==> src/rtl/agendador_alarme_pkg.sv <==
// Shared types and constants for the alarm scheduler: minute/day widths,
// weekday codes and the alarm sequencing states.
package agendador_pkg;

  localparam int MIN_POR_DIA  = 1440;
  localparam int LARG_MINUTO  = 11;
  localparam int LARG_DIA     = 3;

  localparam logic [LARG_DIA-1:0] DOMINGO = 3'd0;
  localparam logic [LARG_DIA-1:0] SEGUNDA = 3'd1;
  localparam logic [LARG_DIA-1:0] TERCA   = 3'd2;
  localparam logic [LARG_DIA-1:0] QUARTA  = 3'd3;
  localparam logic [LARG_DIA-1:0] QUINTA  = 3'd4;
  localparam logic [LARG_DIA-1:0] SEXTA   = 3'd5;
  localparam logic [LARG_DIA-1:0] SABADO  = 3'd6;

  typedef enum logic [1:0] {
    OCIOSO    = 2'd0,
    TOCANDO   = 2'd1,
    SONECA    = 2'd2,
    ENCERRADO = 2'd3
  } estado_t;

  function automatic logic eh_dia_util(input logic [LARG_DIA-1:0] dia);
    return (dia >= SEGUNDA) && (dia <= SEXTA);
  endfunction

endpackage

==> src/rtl/agendador_alarme_if.sv <==
// Control/status bundle between the minute-strobe side and the scheduler.
// master drives time, configuration and user requests; slave is the scheduler.
interface agendador_alarme_if;
  import agendador_pkg::*;

  logic                   tick_min;
  logic                   set_tempo_we;
  logic [LARG_MINUTO-1:0] set_minuto;
  logic [LARG_DIA-1:0]    set_dia;
  logic                   cfg_we;
  logic [LARG_MINUTO-1:0] cfg_minuto;
  logic                   cfg_ativo;
  logic                   soneca;
  logic                   desligar;
  logic                   alarme;
  logic                   dia_util;
  logic [LARG_MINUTO-1:0] minuto_atual;
  logic [LARG_DIA-1:0]    dia_atual;
  logic [1:0]             sonecas;

  modport master (
    output tick_min, set_tempo_we, set_minuto, set_dia,
    output cfg_we, cfg_minuto, cfg_ativo, soneca, desligar,
    input  alarme, dia_util, minuto_atual, dia_atual, sonecas
  );

  modport slave (
    input  tick_min, set_tempo_we, set_minuto, set_dia,
    input  cfg_we, cfg_minuto, cfg_ativo, soneca, desligar,
    output alarme, dia_util, minuto_atual, dia_atual, sonecas
  );

endinterface

==> src/rtl/agendador_alarme_relogio_dia.sv <==
// Minute-of-day and weekday counter with clamped load. Keeps the following
// minute precomputed in a register so the alarm compare needs no adder.
module relogio_dia
  import agendador_pkg::*;
(
  input  logic                   clock,
  input  logic                   reset,
  input  logic                   tick_min,
  input  logic                   set_tempo_we,
  input  logic [LARG_MINUTO-1:0] set_minuto,
  input  logic [LARG_DIA-1:0]    set_dia,
  output logic [LARG_MINUTO-1:0] minuto_atual,
  output logic [LARG_DIA-1:0]    dia_atual,
  output logic [LARG_MINUTO-1:0] proximo_minuto
);

  localparam logic [LARG_MINUTO-1:0] ULTIMO_MINUTO = LARG_MINUTO'(MIN_POR_DIA - 1);

  logic [LARG_MINUTO-1:0] carga_minuto;
  logic [LARG_DIA-1:0]    carga_dia;

  function automatic logic [LARG_MINUTO-1:0] seguinte(input logic [LARG_MINUTO-1:0] m);
    return (m == ULTIMO_MINUTO) ? '0 : m + 1'b1;
  endfunction

  assign carga_minuto = (set_minuto > ULTIMO_MINUTO) ? ULTIMO_MINUTO : set_minuto;
  assign carga_dia    = (set_dia > SABADO) ? SABADO : set_dia;

  // The day advances on the tick whose new minute is midnight.
  always_ff @(posedge clock) begin
    if (reset) begin
      minuto_atual   <= '0;
      dia_atual      <= DOMINGO;
      proximo_minuto <= LARG_MINUTO'(1);
    end else if (set_tempo_we) begin
      minuto_atual   <= carga_minuto;
      dia_atual      <= carga_dia;
      proximo_minuto <= seguinte(carga_minuto);
    end else if (tick_min) begin
      minuto_atual   <= proximo_minuto;
      proximo_minuto <= seguinte(proximo_minuto);
      if (proximo_minuto == '0) begin
        dia_atual <= (dia_atual == SABADO) ? DOMINGO : dia_atual + 1'b1;
      end
    end
  end

endmodule

==> src/rtl/agendador_alarme.sv <==
// Alarm scheduler: compares the running clock against the programmed alarm
// and sequences ringing, snooze, ring timeout and dismiss.
module agendador_alarme
  import agendador_pkg::*;
#(
  parameter int ALARME_PADRAO = 420,
  parameter int SONECA_MIN    = 9,
  parameter int MAX_SONECAS   = 3,
  parameter int TEMPO_TOQUE   = 5
) (
  input  logic               clock,
  input  logic               reset,
  agendador_alarme_if.slave  bus
);

  localparam logic [LARG_MINUTO-1:0] ALARME_INICIAL = LARG_MINUTO'(ALARME_PADRAO);
  localparam logic [3:0]             CARGA_SONECA   = 4'(SONECA_MIN);
  localparam logic [3:0]             CARGA_TOQUE    = 4'(TEMPO_TOQUE);
  localparam logic [1:0]             LIMITE_SONECAS = 2'(MAX_SONECAS);

  estado_t                estado;
  logic [LARG_MINUTO-1:0] minuto_alarme;
  logic [LARG_MINUTO-1:0] minuto_atual;
  logic [LARG_DIA-1:0]    dia_atual;
  logic [LARG_MINUTO-1:0] proximo_minuto;
  logic [3:0]             cont_toque;
  logic [3:0]             cont_soneca;
  logic [1:0]             sonecas;
  logic                   alarme;
  logic                   casou;

  relogio_dia u_relogio (
    .clock          (clock),
    .reset          (reset),
    .tick_min       (bus.tick_min),
    .set_tempo_we   (bus.set_tempo_we),
    .set_minuto     (bus.set_minuto),
    .set_dia        (bus.set_dia),
    .minuto_atual   (minuto_atual),
    .dia_atual      (dia_atual),
    .proximo_minuto (proximo_minuto)
  );

  // A time load suppresses the match even when it coincides with a tick.
  assign casou = bus.tick_min && !bus.set_tempo_we && (proximo_minuto == minuto_alarme);

  always_ff @(posedge clock) begin
    if (reset) begin
      minuto_alarme <= ALARME_INICIAL;
    end else if (bus.cfg_we && (bus.cfg_minuto < LARG_MINUTO'(MIN_POR_DIA))) begin
      minuto_alarme <= bus.cfg_minuto;
    end
  end

  // Disabling the alarm wins over every transition; within ringing the
  // order is dismiss, then snooze, then timeout.
  always_ff @(posedge clock) begin
    if (reset) begin
      estado      <= OCIOSO;
      alarme      <= 1'b0;
      sonecas     <= 2'd0;
      cont_toque  <= 4'd0;
      cont_soneca <= 4'd0;
    end else if (!bus.cfg_ativo) begin
      estado <= OCIOSO;
      alarme <= 1'b0;
    end else begin
      case (estado)
        OCIOSO: begin
          if (casou) begin
            estado     <= TOCANDO;
            alarme     <= 1'b1;
            sonecas    <= 2'd0;
            cont_toque <= CARGA_TOQUE;
          end
        end
        TOCANDO: begin
          if (bus.desligar) begin
            estado <= ENCERRADO;
            alarme <= 1'b0;
          end else if (bus.soneca && (sonecas < LIMITE_SONECAS)) begin
            estado      <= SONECA;
            alarme      <= 1'b0;
            cont_soneca <= CARGA_SONECA;
            sonecas     <= sonecas + 1'b1;
          end else if (bus.tick_min) begin
            if (cont_toque == 4'd1) begin
              estado <= ENCERRADO;
              alarme <= 1'b0;
            end
            cont_toque <= cont_toque - 1'b1;
          end
        end
        SONECA: begin
          if (bus.desligar) begin
            estado <= ENCERRADO;
          end else if (bus.tick_min) begin
            if (cont_soneca == 4'd1) begin
              estado     <= TOCANDO;
              alarme     <= 1'b1;
              cont_toque <= CARGA_TOQUE;
            end
            cont_soneca <= cont_soneca - 1'b1;
          end
        end
        ENCERRADO: begin
          if (bus.tick_min) begin
            estado <= OCIOSO;
          end
        end
        default: estado <= OCIOSO;
      endcase
    end
  end

  assign bus.alarme       = alarme;
  assign bus.sonecas      = sonecas;
  assign bus.minuto_atual = minuto_atual;
  assign bus.dia_atual    = dia_atual;
  assign bus.dia_util     = eh_dia_util(dia_atual);

endmodule

==> src/flat_wrapper.sv <==
// flat-port wrapper written by rule: the top's interface ports become plain ports
module agendador_alarme_flat import agendador_pkg::*;
#(
  parameter int ALARME_PADRAO = 420,
  parameter int SONECA_MIN    = 9,
  parameter int MAX_SONECAS   = 3,
  parameter int TEMPO_TOQUE   = 5
)
  (clock, reset, bus_tick_min, bus_set_tempo_we, bus_set_minuto, bus_set_dia, bus_cfg_we, bus_cfg_minuto, bus_cfg_ativo, bus_soneca, bus_desligar, bus_alarme, bus_dia_util, bus_minuto_atual, bus_dia_atual, bus_sonecas);
  agendador_alarme_if bus_i ();
  input  logic clock;
  input  logic reset;
  input wire logic [$bits(bus_i.tick_min)-1:0] bus_tick_min;
  input wire logic [$bits(bus_i.set_tempo_we)-1:0] bus_set_tempo_we;
  input wire logic [$bits(bus_i.set_minuto)-1:0] bus_set_minuto;
  input wire logic [$bits(bus_i.set_dia)-1:0] bus_set_dia;
  input wire logic [$bits(bus_i.cfg_we)-1:0] bus_cfg_we;
  input wire logic [$bits(bus_i.cfg_minuto)-1:0] bus_cfg_minuto;
  input wire logic [$bits(bus_i.cfg_ativo)-1:0] bus_cfg_ativo;
  input wire logic [$bits(bus_i.soneca)-1:0] bus_soneca;
  input wire logic [$bits(bus_i.desligar)-1:0] bus_desligar;
  output wire logic [$bits(bus_i.alarme)-1:0] bus_alarme;
  output wire logic [$bits(bus_i.dia_util)-1:0] bus_dia_util;
  output wire logic [$bits(bus_i.minuto_atual)-1:0] bus_minuto_atual;
  output wire logic [$bits(bus_i.dia_atual)-1:0] bus_dia_atual;
  output wire logic [$bits(bus_i.sonecas)-1:0] bus_sonecas;
  assign bus_i.tick_min = bus_tick_min;
  assign bus_i.set_tempo_we = bus_set_tempo_we;
  assign bus_i.set_minuto = bus_set_minuto;
  assign bus_i.set_dia = bus_set_dia;
  assign bus_i.cfg_we = bus_cfg_we;
  assign bus_i.cfg_minuto = bus_cfg_minuto;
  assign bus_i.cfg_ativo = bus_cfg_ativo;
  assign bus_i.soneca = bus_soneca;
  assign bus_i.desligar = bus_desligar;
  assign bus_alarme = bus_i.alarme;
  assign bus_dia_util = bus_i.dia_util;
  assign bus_minuto_atual = bus_i.minuto_atual;
  assign bus_dia_atual = bus_i.dia_atual;
  assign bus_sonecas = bus_i.sonecas;
  agendador_alarme #(.ALARME_PADRAO(ALARME_PADRAO), .SONECA_MIN(SONECA_MIN), .MAX_SONECAS(MAX_SONECAS), .TEMPO_TOQUE(TEMPO_TOQUE)) u_core (.clock(clock), .reset(reset), .bus(bus_i));
endmodule
==> config.mk <==
export PLATFORM = sky130hd
export DESIGN_NAME = agendador_alarme_flat
export DESIGN_NICKNAME = d
export VERILOG_FILES = /design/src/rtl/agendador_alarme_pkg.sv /design/src/rtl/agendador_alarme_if.sv /design/src/rtl/agendador_alarme_relogio_dia.sv /design/src/rtl/agendador_alarme.sv /design/src/flat_wrapper.sv
export SDC_FILE = /design/constraint.sdc
export NUM_CORES = 1
export LEC_CHECK = 0
export BUFFER_PORTS_ARGS = -buffer_cell sky130_fd_sc_hd__buf_2
export CAP_MARGIN = 20
export CORE_MARGIN = 2
export CORE_UTILIZATION = 24
export DETAILED_ROUTE_END_ITERATION = 16
export PLACE_DENSITY_LB_ADDON = 0.12
export SLEW_MARGIN = 20
export SYNTH_ARGS = -nofsm -noshare
export SYNTH_HDL_FRONTEND = slang
export SYNTH_SLANG_ARGS = --single-unit
==> constraint.sdc <==
create_clock -name clock -period 2.75 [get_ports clock]
set_input_delay 0.4125 -clock clock [delete_from_list [all_inputs] [get_ports clock]]
set_output_delay 0.4125 -clock clock [all_outputs]
set_load 0.05 [all_outputs]
# Word-level counts from Yosys, hierarchy flattened
# Cells that the tools add are included.
[word_totals]
word_cells = 112
reg_bits = 49
output_inout_bits = 18
inputBits = 33
[op_classes]
n_bitwise = 1
magnitude_cmp = 6
n_mux = 48
reduce_logical = 20
n_addsub = 6
n_eq_ne = 22
[op_table]
columns = ["op", "count"]
rows = [
  ["11-bit 2-to-1 mux", 7],
  ["4-bit 2-to-1 mux", 11],
  ["2-bit 2-to-1 mux", 12],
  ["11-bit by 1-bit adder with 11-bit output (second input constant)", 2],
  ["11-bit == test (second input constant)", 2],
  ["3-bit 2-to-1 mux", 5],
  ["2-bit != test (second input constant)", 6],
  ["4-bit one-hot mux with 3 select lines", 1],
  ["6-bit AND reduction", 2],
  ["11-bit == test", 1],
  ["11-bit greater-than comparator (second input constant)", 1],
  ["11-bit logical NOT", 1],
  ["11-bit < comparator (second input constant)", 1],
  ["9-bit AND reduction", 1],
  ["4-bit by 1-bit == test with 1-bit output (second input constant)", 2],
  ["1-bit 2-to-1 mux", 8],
  ["2-bit one-hot mux with 4 select lines", 1],
  ["4-bit one-hot mux with 2 select lines", 1],
  ["2-bit nonzero test", 4],
  ["4-bit by 1-bit subtractor with 4-bit output (second input constant)", 2],
  ["7-bit AND reduction", 1],
  ["2-bit by 1-bit != test with 1-bit output (second input constant)", 3],
  ["1-bit logical AND", 5],
  ["5-bit AND reduction", 1],
  ["21 further kinds", 22],
]

# Depth between registers and ports, before layout
[logic_depth]
ltp_word = 6
ltp_mapped = 11
depth_no_buf = 9

# By module
# Synthesis repeated with hierarchy kept, for this count alone.
[unflattened]
hier_cells = 387
hier_area_um2 = 3151.8
[by_module_without_submodules]
columns = ["mod", "instances", "cells_each", "area_each_um2", "seq_area_each_um2"]
rows = [
  ["relogio_dia", 1, 226, 1742.9, 500.5],
  ["agendador_alarme", 1, 161, 1408.9, 480.5],
]

# Worst setup path after synthesis
# Ideal clock, no wire load.
[synth_path]
path_kind = "in2reg"
start = "input bus_set_minuto[6]"
end = "register u_core.u_relogio.proximo_minuto[1]"
n_path_buf = 2
slack_ps = 570
arrival_time_ps = 2052
path_stages = 11
setup_time_ps = 128
t_required_ps = 2622
cell_sequence = "clkbuf_2 > o211a_1 > o21a_1 > buf_4 > nor2_1 > inv_1 > ha_1 > inv_1 > o31a_2 > a222oi_1 > nor2_1"
[synth_via]
elab_chain_cells = 5
word_cells_on_any_way = 6
classes_between = "1 x add/sub; 1 x order compare; 1 x eq/ne; 3 x mux"
[synth_lines]
columns = ["element", "line_no", "rtl"]
rows = [
  ["from (decl)", "flat_wrapper.sv:15", "input wire logic [$bits(bus_i.set_minuto)-1:0] bus_set_minuto;"],
  ["11-bit greater-than comparator", "agendador_alarme_relogio_dia.sv:26", "assign carga_minuto = (set_minuto > ULTIMO_MINUTO) ? ULTIMO_MINUTO : set_minuto;"],
  ["11-bit 2-to-1 mux *", "agendador_alarme_relogio_dia.sv:26", ""],
  ["11-bit by 1-bit adder with 11-bit output or 11-bit == test (tied branches)", "agendador_alarme_relogio_dia.sv:23", "return (m == ULTIMO_MINUTO) ? '0 : m + 1'b1;"],
  ["11-bit 2-to-1 mux *", "agendador_alarme_relogio_dia.sv:23", ""],
  ["11-bit 2-to-1 mux *", "agendador_alarme_relogio_dia.sv:35", "end else if (set_tempo_we) begin"],
  ["to (signal assigned)", "agendador_alarme_relogio_dia.sv:38", "proximo_minuto <= seguinte(carga_minuto);"],
  ["to (signal assigned)", "agendador_alarme_relogio_dia.sv:41", "proximo_minuto <= seguinte(proximo_minuto);"],
  ["to (decl)", "agendador_alarme_relogio_dia.sv:14", "output logic [LARG_MINUTO-1:0] proximo_minuto"],
]
# Mark *: on every way between the ends. The rest lies on a longest branch, timed or not.
# A chain may end at the register's enable or synchronous reset.

# Worst setup path in the final report
# Ends and elaborated chain as after synthesis.

==> metrics.md <==
| Metric | Value |
|---|---|
| Status | complete, no violations |
| Number of DRC markers in iteration 0 | 130 |
| Pwr Density | 510 mW/mm^2 |
| Power Internal | 1330 uW |
| Flops & latches, synth | 49 |
| Buffers added on ports | 50 |
| Sequential fraction of the synthesis area | 30.6% |
| Crit Path Class | in2reg |
| Top cell type's share of synthesized area | 30.6% |
| Hold WC Path Type | in2reg |
| Switching fraction of total power | slightly below 30% |
| Clock root buffer | clkbuf_16 |
| CTS Sinks | 49 |
| Final hold vios | 0 |
| Hold-fix buffers, CTS | 0 |
| CP Data Required Time | 2.90 ns |
| Critical Path Sink Type | register |
| Ant. Diodes | 0 |
| Setup TNS | 0 ns |
| DRT Pass-1 Iters | 6 |
| Max incr delay on CP | roughly 0.41 ns |
| Top Ports | 51 |
| Logic pwr share | around 18% |
| Fin nets | ~470 |
| Final wirelength | 8930 um |
| X dimension of the die | 119 um |
| Number of global-route vias before repair | 2,912 |
| CP Max Fanout | 10 |
| CTS tree | yes |
| Critical-path cell list | buf_2 > o211a_1 > o21a_1 > nor2_1 > inv_1 > ha_1 > inv_1 > o31a_2 > a222oi_1 > nor2_1 |
| # setup viols final | 0 |
| Top delay family on crit path | compound AO/OA/AOI/OAI gates |
| Cells after DPL | 593 |
| Hpwl dp | ~6600 um |
| FFs w/ async S/R, synth | 0% |
| Area Overhead vs Synth | 15.2% |
| WP buf/inv | 3 |
| Synth area leader | dfxtp_1 |
| Reg power frac | 42.3% |
| Global Route Usage Sum | 13.0% |
| Finished Core Util | 28.1% |
| Initial Utilization | 24.4% |
| Worst Path Arrival | around 2.4 ns |
| Post-route ant nets | 0 |
| Fmax achieved | 0.441 GHz |
| Cell Count, Final, Fillers Out | 601 |
| Synthesized area | 0.00320 sq mm |
| Largest cells by area after synthesis | dfxtp_1, a211oi_1, nor2_1 |
| Synthesized area per cell | 8.23 sq um |
| CTS Buffer Depth | 2 |
| CTS HTree Levels | 2 |
| Post-CTS setup buffers | 0 |
| Unique cell type count in the Yosys netlist | 69 |
| Crit path time final | 2.27 ns |
| # DRC | 0 |
| First-pass GRT wire length | 14,800 um |
| Die Y | about 120 um |
| CP Launch Type | input pin |
| Layout cells sized above 1 | 18.8% |
| Top_reg_cell synth | dfxtp_1 |
| Yosys warnings | 0 |
| Syn nets | 430 |
| Global route overflow | 0 |
| CTS buffer count | 5 |
| Max cap viols | 0 |
| Core area | 0.0131 sq mm |
| # rows | 42 |
| Switching power | 553 uW |
| Clk pin slew, worst setup/hold paths | 0.07 ns |
| Most numerous cell in the Yosys netlist | dfxtp_1 |
| Worst slew pin tran | slightly below 1 ns |
| Antenna violations before repair | 0 |
| Max Slew Vio Count | 0 |
| RSZ-0062 raised after global routing | false |
| Routed WL per cell | 14.9 um |
| Placer Congestion | about 0.84 |
| Worst ir drop on vdd | 223 uV |
| Worst-Skew Late Latency | approximately 0.3 ns |
| Detailed-route via count | 2,899 |
| Drt via density | 4.82 |
| Fin crit share | between 80% and 90% |
| Pleak | 0.00145 uW |
| Fin Hold WS | roughly 0.35 ns |
| Largest net degree at the start of global routing | 51 |
| Final Skew | approximately 0.0056 ns |
| Rel. slew slack | 33.7% |
| Clock power frac | approximately two fifths |
| Syn Inst Count | 389 |
| Post-cts resize count | 0 |
| CP max stage cell | o31a_2 |
| EDFF count, synth | 0 |
| Post-synth top cells | dfxtp_1, nor2_1, a211oi_1 |
| Die area | between 0.01 and 0.015 sq mm |
flip-flops by register name (all words and copies together), names as in the netlist:
signal	flops
u_core.u_relogio.dia_atual	3
u_core.minuto_alarme	11
u_core.bus.sonecas	2
u_core.cont_soneca	4
u_core.bus.alarme	1
u_core.estado	2
u_core.cont_toque	4
u_core.u_relogio.proximo_minuto	11
u_core.u_relogio.minuto_atual	11
metal layers:
metal	vias to the layer above	share of wire, %	routed length [um]	track usage (%)
met5	-	0	0	0
met4	0	1.8	162	4.49
met3	9	4.5	399	3.54
met2	60	47	4190	21.0
met1	1358	47	4180	16.8
li1	1472	-	-	-
kinds of logic (layout without fill, tap and decap cells):
kind of cell / count (synthesis) / after routing / share of synthesized area, %
buf+inv: 48 / 84 / 8.87
compound gates: 97 / 97 / 20.9
xor+xnor: 19 / 19 / 5.43
flops: 49 / 49 / 30.6
mux: 12 / 12 / 3.79
fa+ha+maj: 8 / 8 / 3.13
simple gates: 156 / 156 / 27.2
path summary, 6_finish.rpt:
path | end | from | slack [ns] | cells after the start
setup / recovery | u_core.u_relogio.proximo_minuto[1] | bus_set_minuto[6] | 0.48 | 10
hold / removal | u_core.minuto_alarme[0] | bus_cfg_minuto[0] | 0.35 | 3
setup reg to reg | u_core.u_relogio.proximo_minuto[1] | u_core.u_relogio.proximo_minuto[0] | 0.71 | 6
hold reg to reg | u_core.minuto_alarme[5] | u_core.minuto_alarme[5] | 0.49 | 1
power groups by stage:
stage | logic, uW | clock network [uW] | registers, uW
6_report | 345 | 740 | 795
5_1_grt | 380 | 800 | 801
4_1_cts | 350 | 775 | 796
3_5_place_dp | 348 | 0 | 813
3_3_place_gp | 348 | 0 | 813
2_1_floorplan | 232 | 0 | 834
cell usage in the layout (no fill, tap or decap), types with 4 or more instances in the layout:
cell type,instances
buf_2,50
dfxtp_1,49
nor2_1,39
a211oi_1,20
inv_1,19
nor2b_1,18
nand2_1,18
a21oi_1,17
o21ai_0,15
xor2_1,14
nand3_1,13
nor3_1,11
mux2i_1,11
nor4_1,9
a31oi_1,8
nand2b_1,8
ha_1,8
buf_4,7
nand3b_1,6
and3_1,5
clkbuf_16,5
nand4_1,4
o31a_1,4
xnor2_1,4
a211o_1,4
layout make-up:
class,count,area (sq um)
multi-input cells,292,1940
flip-flops and latches,49,981
inverters,19,71.3
clock inverters,2,37.5
well taps,176,220
clock buffers,6,139
fillers,1456,9450
repair buffers,57,303
worst register-to-register path: stages, from the launching register on:
cell      delay [ns]
dfxtp_1         0.54
ha_1            0.32
nand4_1         0.20
nor3_4          0.30
nor2_1          0.14
a222oi_1        0.32
nor2_1          0.07
stage by stage:
step / worst slack (ns) / cell area [sq um] / power [uW]
finish: 0.485 / 3690 / 1880
global placement: 0.256 / 3510 / 1160
global route: 0.393 / 3690 / 1980
detailed placement: 0.235 / 3510 / 1160
floorplan: 0.570 / 3200 / 1070
CTS: 0.542 / 3690 / 1920
Note: power is estimated with default switching activity, not from simulation.
